`config.mk`:
```
export PLATFORM = sky130hd
export DESIGN_NAME = ahb_config_slave
export DESIGN_NICKNAME = d
export VERILOG_FILES = /design/src/rtl/ahb_config_slave.sv
export SDC_FILE = /design/constraint.sdc
export NUM_CORES = 1
export LEC_CHECK = 0
export BUFFER_PORTS_ARGS = -buffer_cell sky130_fd_sc_hd__buf_2
export CAP_MARGIN = 0
export CORE_ASPECT_RATIO = 0.9
export CORE_MARGIN = 2
export CORE_UTILIZATION = 25
export DETAILED_ROUTE_END_ITERATION = 8
export PLACE_DENSITY = 0.44
export SLEW_MARGIN = 0
export SYNTH_ARGS = -nofsm -noshare
export SYNTH_HDL_FRONTEND = slang
export SYNTH_SLANG_ARGS = --single-unit
```
`constraint.sdc`:
```
create_clock -name ahb_hclk -period 5.2 [get_ports ahb_hclk]
set_input_delay 1.56 -clock ahb_hclk [delete_from_list [all_inputs] [get_ports ahb_hclk]]
set_output_delay 1.56 -clock ahb_hclk [all_outputs]
set_load 0.05 [all_outputs]
```
`src/rtl/ahb_config_slave.sv`:
```
// AHB-Lite read-only slave exposing five host-loaded 29-bit config words.
// Each word is returned with a 3-bit tag, and a served mask records which words have been read.
module ahb_config_slave #(
  parameter int unsigned          BUSWIDTH    = 32,
  parameter logic [BUSWIDTH-1:0]  BASE_ADDR   = 32'h00000D00,
  parameter int unsigned          WAIT_STATES = 1
) (
  input  logic                ahb_hclk,
  input  logic                n_rst,
  input  logic                ahb_hsel,
  input  logic [1:0]          ahb_htrans,
  input  logic                ahb_hwrite,
  input  logic [BUSWIDTH-1:0] ahb_haddr,
  output logic [BUSWIDTH-1:0] ahb_hrdata,
  output logic                ahb_hready,
  output logic [1:0]          ahb_hresp,
  input  logic                cfg_wr_en,
  input  logic [2:0]          cfg_idx,
  input  logic [28:0]         cfg_data,
  output logic [4:0]          served_mask,
  output logic                all_served
);

  typedef enum logic [2:0] {
    S_IDLE,
    S_WAIT,
    S_RDATA,
    S_ERR1,
    S_ERR2
  } state_t;

  localparam logic [2:0] WAIT_INIT = (WAIT_STATES > 0) ? 3'(WAIT_STATES - 1) : 3'd0;

  state_t              state_q, state_d;
  logic [2:0]          cnt_q, cnt_d;
  logic [2:0]          rd_idx_q;
  logic [BUSWIDTH-1:0] rdata_q;
  logic [28:0]         words_q [5];

  logic [BUSWIDTH-1:0] offset;
  logic                legal_addr;
  logic [2:0]          req_idx;
  logic [2:0]          src_idx;
  logic                accept;
  logic                legal_read;

  // Only the NONSEQ and SEQ encodings start a transfer.
  assign accept     = ahb_hsel && ahb_hready && (ahb_htrans == 2'b10 || ahb_htrans == 2'b11);
  assign offset     = ahb_haddr - BASE_ADDR;
  assign legal_addr = (offset <= BUSWIDTH'(16)) && (offset[1:0] == 2'b00);
  assign req_idx    = offset[4:2];
  assign legal_read = accept && !ahb_hwrite && legal_addr;
  // Data comes straight from the request when there are no wait states.
  assign src_idx    = (state_q == S_WAIT) ? rd_idx_q : req_idx;

  always_comb begin
    // NOTE: every always_comb output gets a default first, so no path can infer a latch.
    state_d = state_q;
    cnt_d   = cnt_q;
    unique case (state_q)
      S_IDLE, S_RDATA, S_ERR2: begin
        state_d = S_IDLE;
        if (accept) begin
          if (!legal_read) begin
            state_d = S_ERR1;
          end else if (WAIT_STATES == 0) begin
            state_d = S_RDATA;
          end else begin
            state_d = S_WAIT;
            cnt_d   = WAIT_INIT;
          end
        end
      end
      S_WAIT: begin
        if (cnt_q == 3'd0) state_d = S_RDATA;
        else               cnt_d   = cnt_q - 3'd1;
      end
      S_ERR1:  state_d = S_ERR2;
      default: state_d = S_IDLE;
    endcase
  end

  // NOTE: sequential state uses non-blocking assignments so every register samples pre-edge values.
  always_ff @(posedge ahb_hclk or negedge n_rst) begin
    if (!n_rst) begin
      state_q  <= S_IDLE;
      cnt_q    <= 3'd0;
      rd_idx_q <= 3'd0;
      rdata_q  <= '0;
    end else begin
      state_q <= state_d;
      cnt_q   <= cnt_d;
      if (legal_read) rd_idx_q <= req_idx;
      if (state_d == S_RDATA) rdata_q <= BUSWIDTH'({src_idx + 3'd1, words_q[src_idx]});
    end
  end

  // NOTE: the config words are reset on purpose so a read straight after reset returns a known 0.
  always_ff @(posedge ahb_hclk or negedge n_rst) begin
    if (!n_rst) begin
      for (int i = 0; i < 5; i++) words_q[i] <= '0;
      served_mask <= '0;
    end else begin
      if (state_q == S_RDATA) served_mask[rd_idx_q] <= 1'b1;
      // A load on the same edge wins over the served set.
      if (cfg_wr_en && cfg_idx <= 3'd4) begin
        words_q[cfg_idx]     <= cfg_data;
        served_mask[cfg_idx] <= 1'b0;
      end
    end
  end

  assign ahb_hready = (state_q == S_IDLE) || (state_q == S_RDATA) || (state_q == S_ERR2);
  assign ahb_hresp  = (state_q == S_ERR1 || state_q == S_ERR2) ? 2'b01 : 2'b00;
  assign ahb_hrdata = (state_q == S_RDATA) ? rdata_q : '0;
  assign all_served = &served_mask;

endmodule

```
==> run_results.csv, run 1 <==
group,metric,value,unit
critical_path,path_class,"register to output port",
floorplanning,core,36300,µm²
sta,clock_skew,0.0108,ns
cts,clk_pin_slew,0.08,ns
job,cap_violations,0,
pwr,switching_share,0.352,
sta,finalWorstSetupSlack,1.66,ns
sta,finalCritPeriodShare,0.681,
critical_path,crit_arrival,1.98,ns
critical_path,end_kind,"output port",
synth,synth_ff_type,"dfrtp_1",
synth,yosysSeqAreaShare,0.518,
floorplanning,fp.dieW,206,µm
sta,rsz0062_at_grt,"false",
synth,synthCells,781,
global_routing,grt_util_all_layers,0.136,
pwr,clockPowerShare,0.267,
detailed_routing,vias,6296,
floorplanning,die_h,186,µm
cells_and_area,nets,941,
cells_and_area,syn_to_final_growth,17.6,%
floorplanning,die-area,38500,µm²
sta,min_period,3.54,ns
cts,post_cts_buffers,0,
critical_path,crit_fanout,19,
cts,cts-root-buf,"clkbuf_16",
worst_hold_path,holdCritPathClass,"register to register",
synth,synth-seq-cells,191,
sta,max_clock_freq,282,MHz
detailed_routing,via_per_inst,4.64,
critical_path,worst-r2r-setup-slack,2.41,ns
placed_design,place_congestion,0.672,
sta,slew_viol_final,0,
sta,setup_viol,0,
pwr,p_int,0.00318,W
cts,cts-resized-gates,0,
sta,fin_tns_setup,0,ns
placed_design,port_buffers,109,
cts,cts_tree,"built",
detailed_routing,drc,0,
status,status,"finished, final reports clean",
detailed_routing,drtPass1Iterations,6,
pwr,vdd_drop_max,0.188,mV
cells_and_area,final_cell_mix,"dfrtp_1, mux2_2, buf_2, nand2_1, mux2i_1",
pwr,p_sw,0.00173,W
cells_and_area,fin_util,0.299,
synth,synth_area,9230,µm²
cts,cts_htree_levels,4,
global_routing,grt_pass1_wl,39400,µm
critical_path,critPathMaxStageDelay,0.50,ns
pwr,pwr-share-comb,0.301,
global_routing,grt_max_degree,77,
synth,syn_nets,855,
global_routing,grt_use_met3,0.0223,
cts,clkSinkCount,191,
placed_design,dp_hpwl,15300,µm
floorplanning,start_util,0.254,
cts,cts_made_buffers,17,
global_routing,grt_util_met1,0.188,
global_routing,top_usage_layer,"met2",
synth,synth_cell_types,42,
placed_design,dp_slack,1.60,ns
floorplanning,ioPinCount,112,
synth,syn_avg_cell_area,11.8,µm²
critical_path,cp_top_family,"buffers and inverters",
pwr,p_per_area,452,nW/µm²
cts,clk_latency,0.43,ns
detailed_routing,detail-route-antenna-nets,0,
global_routing,grt_pass1_vias,6495,
detailed_routing,wl_per_cell,18.5,µm
critical_path,worst_path_max_delay_cell,"dfrtp_1",
synth,synth-edff-count,0,
detailed_routing,wl,25200,µm
pwr,p_seq_frac,0.433,
cells_and_area,final_common_cell,"dfrtp_1",
global_routing,grt-ovfl-total,0,
cells_and_area,drive_gt1_frac,0.360,
critical_path,cp.required,3.64,ns
cts,clk_path_buf_depth,2,
sta,hold_violations,0,
sta,slew_headroom,0.391,
floorplanning,row_count,66,
cts,hold_buffers,0,
sta,worst_pin_slew,0.914,ns
synth,yosysWarningCount,0,
pwr,leakagePower,4.66,nW
synth,async_reset_ff_frac,1.00,
global_routing,antenna_found_initial,0,
global_routing,use_met2,0.224,
detailed_routing,drt_iter0_markers,305,
critical_path,critPathLaunchType,"register",
critical_path,path_cells,"nor3b_2, buf_4, and2_1, buf_2",
critical_path,path_buf_inv,2,
-- layout make-up --
class                           instances  area (µm²)
Antenna cell                            1        2.50
Tap cell                              476         596
Inverter                                5        18.8
Clock buffer                           18         429
Timing Repair Buffer                  126         682
Sequential cell                       191        4780
Multi-Input combinational cell        526        4190
Clock inverter                         14         148
Fill cell                            3740       25400
-- metal layers --
layer | vias to the layer above | routed length [µm]
li1 | 2996 | -
met1 | 3191 | 12300
met2 | 91 | 11700
met3 | 18 | 836
met4 | 0 | 249
met5 | - | 0
-- worst register-to-register path, delay by kind of cell, from the launching register on --
family	cells	cell delay (ns)
buffers and inverters	1	0.47
and+or+nand+nor	2	1.32
AOI/OAI and AO/OA	2	0.34
DFF	1	0.51
-- synth_stat cells (3+ instances only) --
cell | n | area [µm²]
dfrtp_1 | 191 | 4780
mux2_2 | 150 | 1690
nand2_1 | 73 | 274
mux2i_1 | 56 | 561
clkbuf_1 | 40 | 150
nor2b_1 | 35 | 219
and2_1 | 33 | 206
a21oi_1 | 32 | 160
a22oi_1 | 29 | 218
a211oi_1 | 28 | 210
o31ai_1 | 28 | 210
o21ai_0 | 10 | 50.1
buf_1 | 8 | 30.0
nor2_1 | 8 | 30.0
buf_2 | 5 | 25.0
inv_1 | 5 | 18.8
nand3_1 | 5 | 25.0
nor4_1 | 5 | 31.3
a31oi_1 | 4 | 25.0
buf_6 | 4 | 45.0
nor3_1 | 4 | 20.0
ha_1 | 3 | 37.5
nor3b_1 | 3 | 22.5
-- kinds of logic (layout without fill, tap and decap cells) --
| logic type | count (synthesis) | in the layout | share of synthesized area |
|---|---|---|---|
| adder cells (fa/ha/maj) | 3 | 3 | 0.00407 |
| other | 1 | 2 | 0.000406 |
| AND/OR/NAND/NOR | 179 | 179 | 0.102 |
| AO/OA/AOI/OAI | 136 | 136 | 0.0994 |
| buffers and inverters | 64 | 163 | 0.0308 |
| multiplexers | 206 | 206 | 0.244 |
| XOR/XNOR | 1 | 1 | 0.000950 |
| flip-flops | 191 | 191 | 0.518 |
-- flip-flops by register name, summed over array words and instances (netlist names) --
register / flops
rd_idx_q: 3
cnt_q: 3
words_q: 145
state_q: 3
rdata_q: 32
served_mask: 5
-- power groups by stage --
stage	Sequential [W]	Clock, W	Combinational, W
2_1_floorplan	0.00208	0	0.00112
3_3_place_gp	0.00215	0	0.00148
3_5_place_dp	0.00215	0	0.00150
4_1_cts	0.00212	0.00135	0.00151
5_1_grt	0.00218	0.00141	0.00165
6_report	0.00212	0.00131	0.00147
-- through the flow --
stage / instances / power (W) / hold slack, ns / area, µm²
after floorplan: 781 / 0.00320 / 0.442 / 9230
after global placement: 1324 / 0.00363 / 0.466 / 10300
after detailed placement: 1324 / 0.00365 / 0.471 / 10300
after CTS: 1356 / 0.00499 / 0.489 / 10800
after global routing: 1356 / 0.00524 / 0.512 / 10800
final: 1357 / 0.00490 / 0.481 / 10900
-- final timing paths --
path                                              start                       to  depth (start not counted)
worst max-delay path               state_q[1]$_DFF_PN0_           ahb_hrdata[26]                          4
worst min-delay path            rdata_q[31]$_DFFE_PN0N_  rdata_q[31]$_DFFE_PN0N_                          2
worst max register to register     state_q[0]$_DFF_PN0_  rdata_q[25]$_DFFE_PN0N_                          5
worst min register to register  rdata_q[31]$_DFFE_PN0N_  rdata_q[31]$_DFFE_PN0N_                          2
max in group asynchronous                         n_rst  words_q[19]$_DFFE_PN0P_                          2
min in group asynchronous                         n_rst     state_q[0]$_DFF_PN0_                          1
Note: power is estimated with default switching activity, not from simulation.
==> run 2: changes to the inputs <==
--- a/config.mk
+++ b/config.mk
@@ -11,7 +11,7 @@
 export CORE_MARGIN = 2
 export CORE_UTILIZATION = 25
 export DETAILED_ROUTE_END_ITERATION = 8
-export PLACE_DENSITY = 0.44
+export PLACE_DENSITY = 0.45
 export SLEW_MARGIN = 0
 export SYNTH_ARGS = -nofsm -noshare
 export SYNTH_HDL_FRONTEND = slang
==> constraint.sdc (replaced) <==
create_clock -name ahb_hclk -period 3.1 [get_ports ahb_hclk]
set_input_delay 0.93 -clock ahb_hclk [delete_from_list [all_inputs] [get_ports ahb_hclk]]
set_output_delay 0.93 -clock ahb_hclk [all_outputs]
set_load 0.05 [all_outputs]
==> run 2 against run 1 <==
Die area unchanged. Combinational power increased by 69%. Sequential share of layout area decreased by 0.61 points. Largest power group unchanged. Highest routed layer unchanged. Setup slack got worse by 1.4 ns. Sequential power increased by 68%. Non-clock buffer count increased by 4. Critical endpoint is now ahb_hrdata[25]. Clock power increased by 73%. Worst hold slack got worse by 0.084 ns. Core utilization increased by 0.42 points. Clock skew decreased by 0.0016 ns. First-iteration DRC count increased by 9.8%.
==> run_results.csv, run 2 (synthesis gave the netlist of run 1 again) <==
group,metric,value,unit
global_routing,grt-ovfl-total,0,
sta,fin_tns_setup,0,ns
critical_path,rr_endpoint,"rdata_q[28]$_DFFE_PN0N_",
critical_path,crit_cells,4,
global_routing,grt_util_all_layers,0.132,
global_routing,top_usage_layer,"met2",
detailed_routing,detail-route-antenna-nets,0,
cts,clk_pin_slew,0.07,ns
placed_design,place_congestion,0.730,
critical_path,r2r-start,"state_q[2]$_DFF_PN0_",
job,cap_violations,0,
critical_path,path_class,"register to output port",
cells_and_area,regMostFlops,"words_q",
critical_path,critPathMaxStageDelay,0.52,ns
floorplanning,die_h,186,µm
sta,slew_headroom,0.414,
cts,clk_latency,0.43,ns
critical_path,crit_arrival,1.92,ns
floorplanning,ioPinCount,112,
critical_path,critPathLaunchType,"register",
critical_path,cp_top_family,"buffers and inverters",
critical_path,crit_fanout,18,
detailed_routing,wl_per_cell,18.2,µm
cells_and_area,nets,945,
sta,hold_violations,0,
floorplanning,start_util,0.254,
cts,cts_made_buffers,17,
sta,max_clock_freq,351,MHz
cts,clkSinkCount,191,
global_routing,grt_max_degree,69,
cells_and_area,final_cell_mix,"dfrtp_1, mux2_2, buf_2, nand2_1, mux2i_1",
sta,setup_viol,0,
status,status,"finished, final reports clean",
pwr,p_per_area,755,nW/µm²
worst_hold_path,holdCritPathClass,"input pin to async pin",
placed_design,dp_hpwl,15100,µm
global_routing,grt_use_met3,0.0242,
cells_and_area,largestRegisters,"words_q (145), rdata_q (32), served_mask (5)",
floorplanning,core,36300,µm²
cts,cts_htree_levels,4,
detailed_routing,vias,6311,
cells_and_area,fin_util,0.304,
floorplanning,die-area,38500,µm²
detailed_routing,wl,24800,µm
cells_and_area,syn_to_final_growth,19.3,%
global_routing,use_met2,0.215,
critical_path,worst_path_max_delay_cell,"dfrtp_1",
cts,cts-resized-gates,0,
global_routing,grt_pass1_wl,38600,µm
sta,min_period,2.85,ns
cts,clk_path_buf_depth,2,
cells_and_area,drive_gt1_frac,0.361,
pwr,vdd_drop_max,0.342,mV
sta,finalCritPeriodShare,0.920,
sta,holdWs,0.397,ns
detailed_routing,drc,0,
global_routing,antenna_found_initial,1,
floorplanning,row_count,66,
sta,clock_skew,0.00928,ns
cts,cts-root-buf,"clkbuf_16",
critical_path,end_kind,"output port",
detailed_routing,drt_iter0_markers,335,
detailed_routing,via_per_inst,4.64,
sta,rsz0062_at_grt,"false",
critical_path,path_buf_inv,2,
cts,cts_tree,"built",
cts,post_cts_buffers,0,
floorplanning,fp.dieW,206,µm
critical_path,rr_worst_depth,5,
sta,worst_pin_slew,0.879,ns
critical_path,cp.required,2.17,ns
placed_design,port_buffers,109,
critical_path,path_cells,"nor3b_2, buf_4, and2_1, buf_2",
critical_path,worst-r2r-setup-slack,0.71,ns
cells_and_area,nFillCells,3725,
cells_and_area,final_common_cell,"dfrtp_1",
sta,slew_viol_final,0,
global_routing,grt_pass1_vias,6456,
detailed_routing,drtPass1Iterations,4,
pwr,leakagePower,4.73,nW
cts,hold_buffers,0,
global_routing,grt_util_met1,0.181,
cells_and_area,largest_reg_flops,145,
[run 2: cell count changes in the layout (fill, tap and decap cells not counted), sizes merged]
cell      change
bufinv        +2
inv           -6
buf           +4
clkinvlp      -2
clkinv        +5
[run 2: routing by layer]
layer,wire length (µm),up-vias
li1,-,2991
met1,12200,3234
met2,11600,67
met3,705,19
met4,268,0
met5,0,-
[run 2: area by class of cell]
class	count	area (µm²)	area share
repair buffers	130	812	0.0738
diodes	1	2.50	0.000227
multi-input cells	526	4190	0.381
clock inverters	13	161	0.0147
flip-flops and latches	191	4780	0.435
inverters	5	18.8	0.00171
clock buffers	18	439	0.0399
well taps	476	596	0.0541
[run 2: how the worst max path moves through the flow]
stage               slack (ns)                      end            startpoint
global placement          0.60  rd_idx_q[0]$_DFFE_PN0P_         ahb_haddr[30]
detailed placement        0.55  rd_idx_q[0]$_DFFE_PN0P_         ahb_haddr[30]
finish                    0.25           ahb_hrdata[25]  state_q[1]$_DFF_PN0_
CTS                       0.20           ahb_hrdata[26]  state_q[1]$_DFF_PN0_
floorplan                 0.48  rd_idx_q[0]$_DFFE_PN0P_  state_q[2]$_DFF_PN0_
global route              0.11           ahb_hrdata[13]  state_q[1]$_DFF_PN0_
[run 2: power by group]
part	total, W	internal [W]	leakage (nW)	switching (W)
Sequential	0.00356	0.00316	2.32	0.000400
Clock	0.00226	0.00129	0.297	0.000970
Combinational	0.00248	0.00104	2.12	0.00144
Total	0.00831	0.00550	4.73	0.00281
[run 2: per-stage QoR]
stage               std cells  total power [W]  instance area, µm²  setup WS (ns)
finish                   1360          0.00831               11000          0.248
global route             1359          0.00885               11000          0.105
CTS                      1359          0.00844               11000          0.198
detailed placement       1328          0.00613               10400          0.550
global placement         1328          0.00610               10400          0.595
floorplan                 781          0.00537                9230          0.476
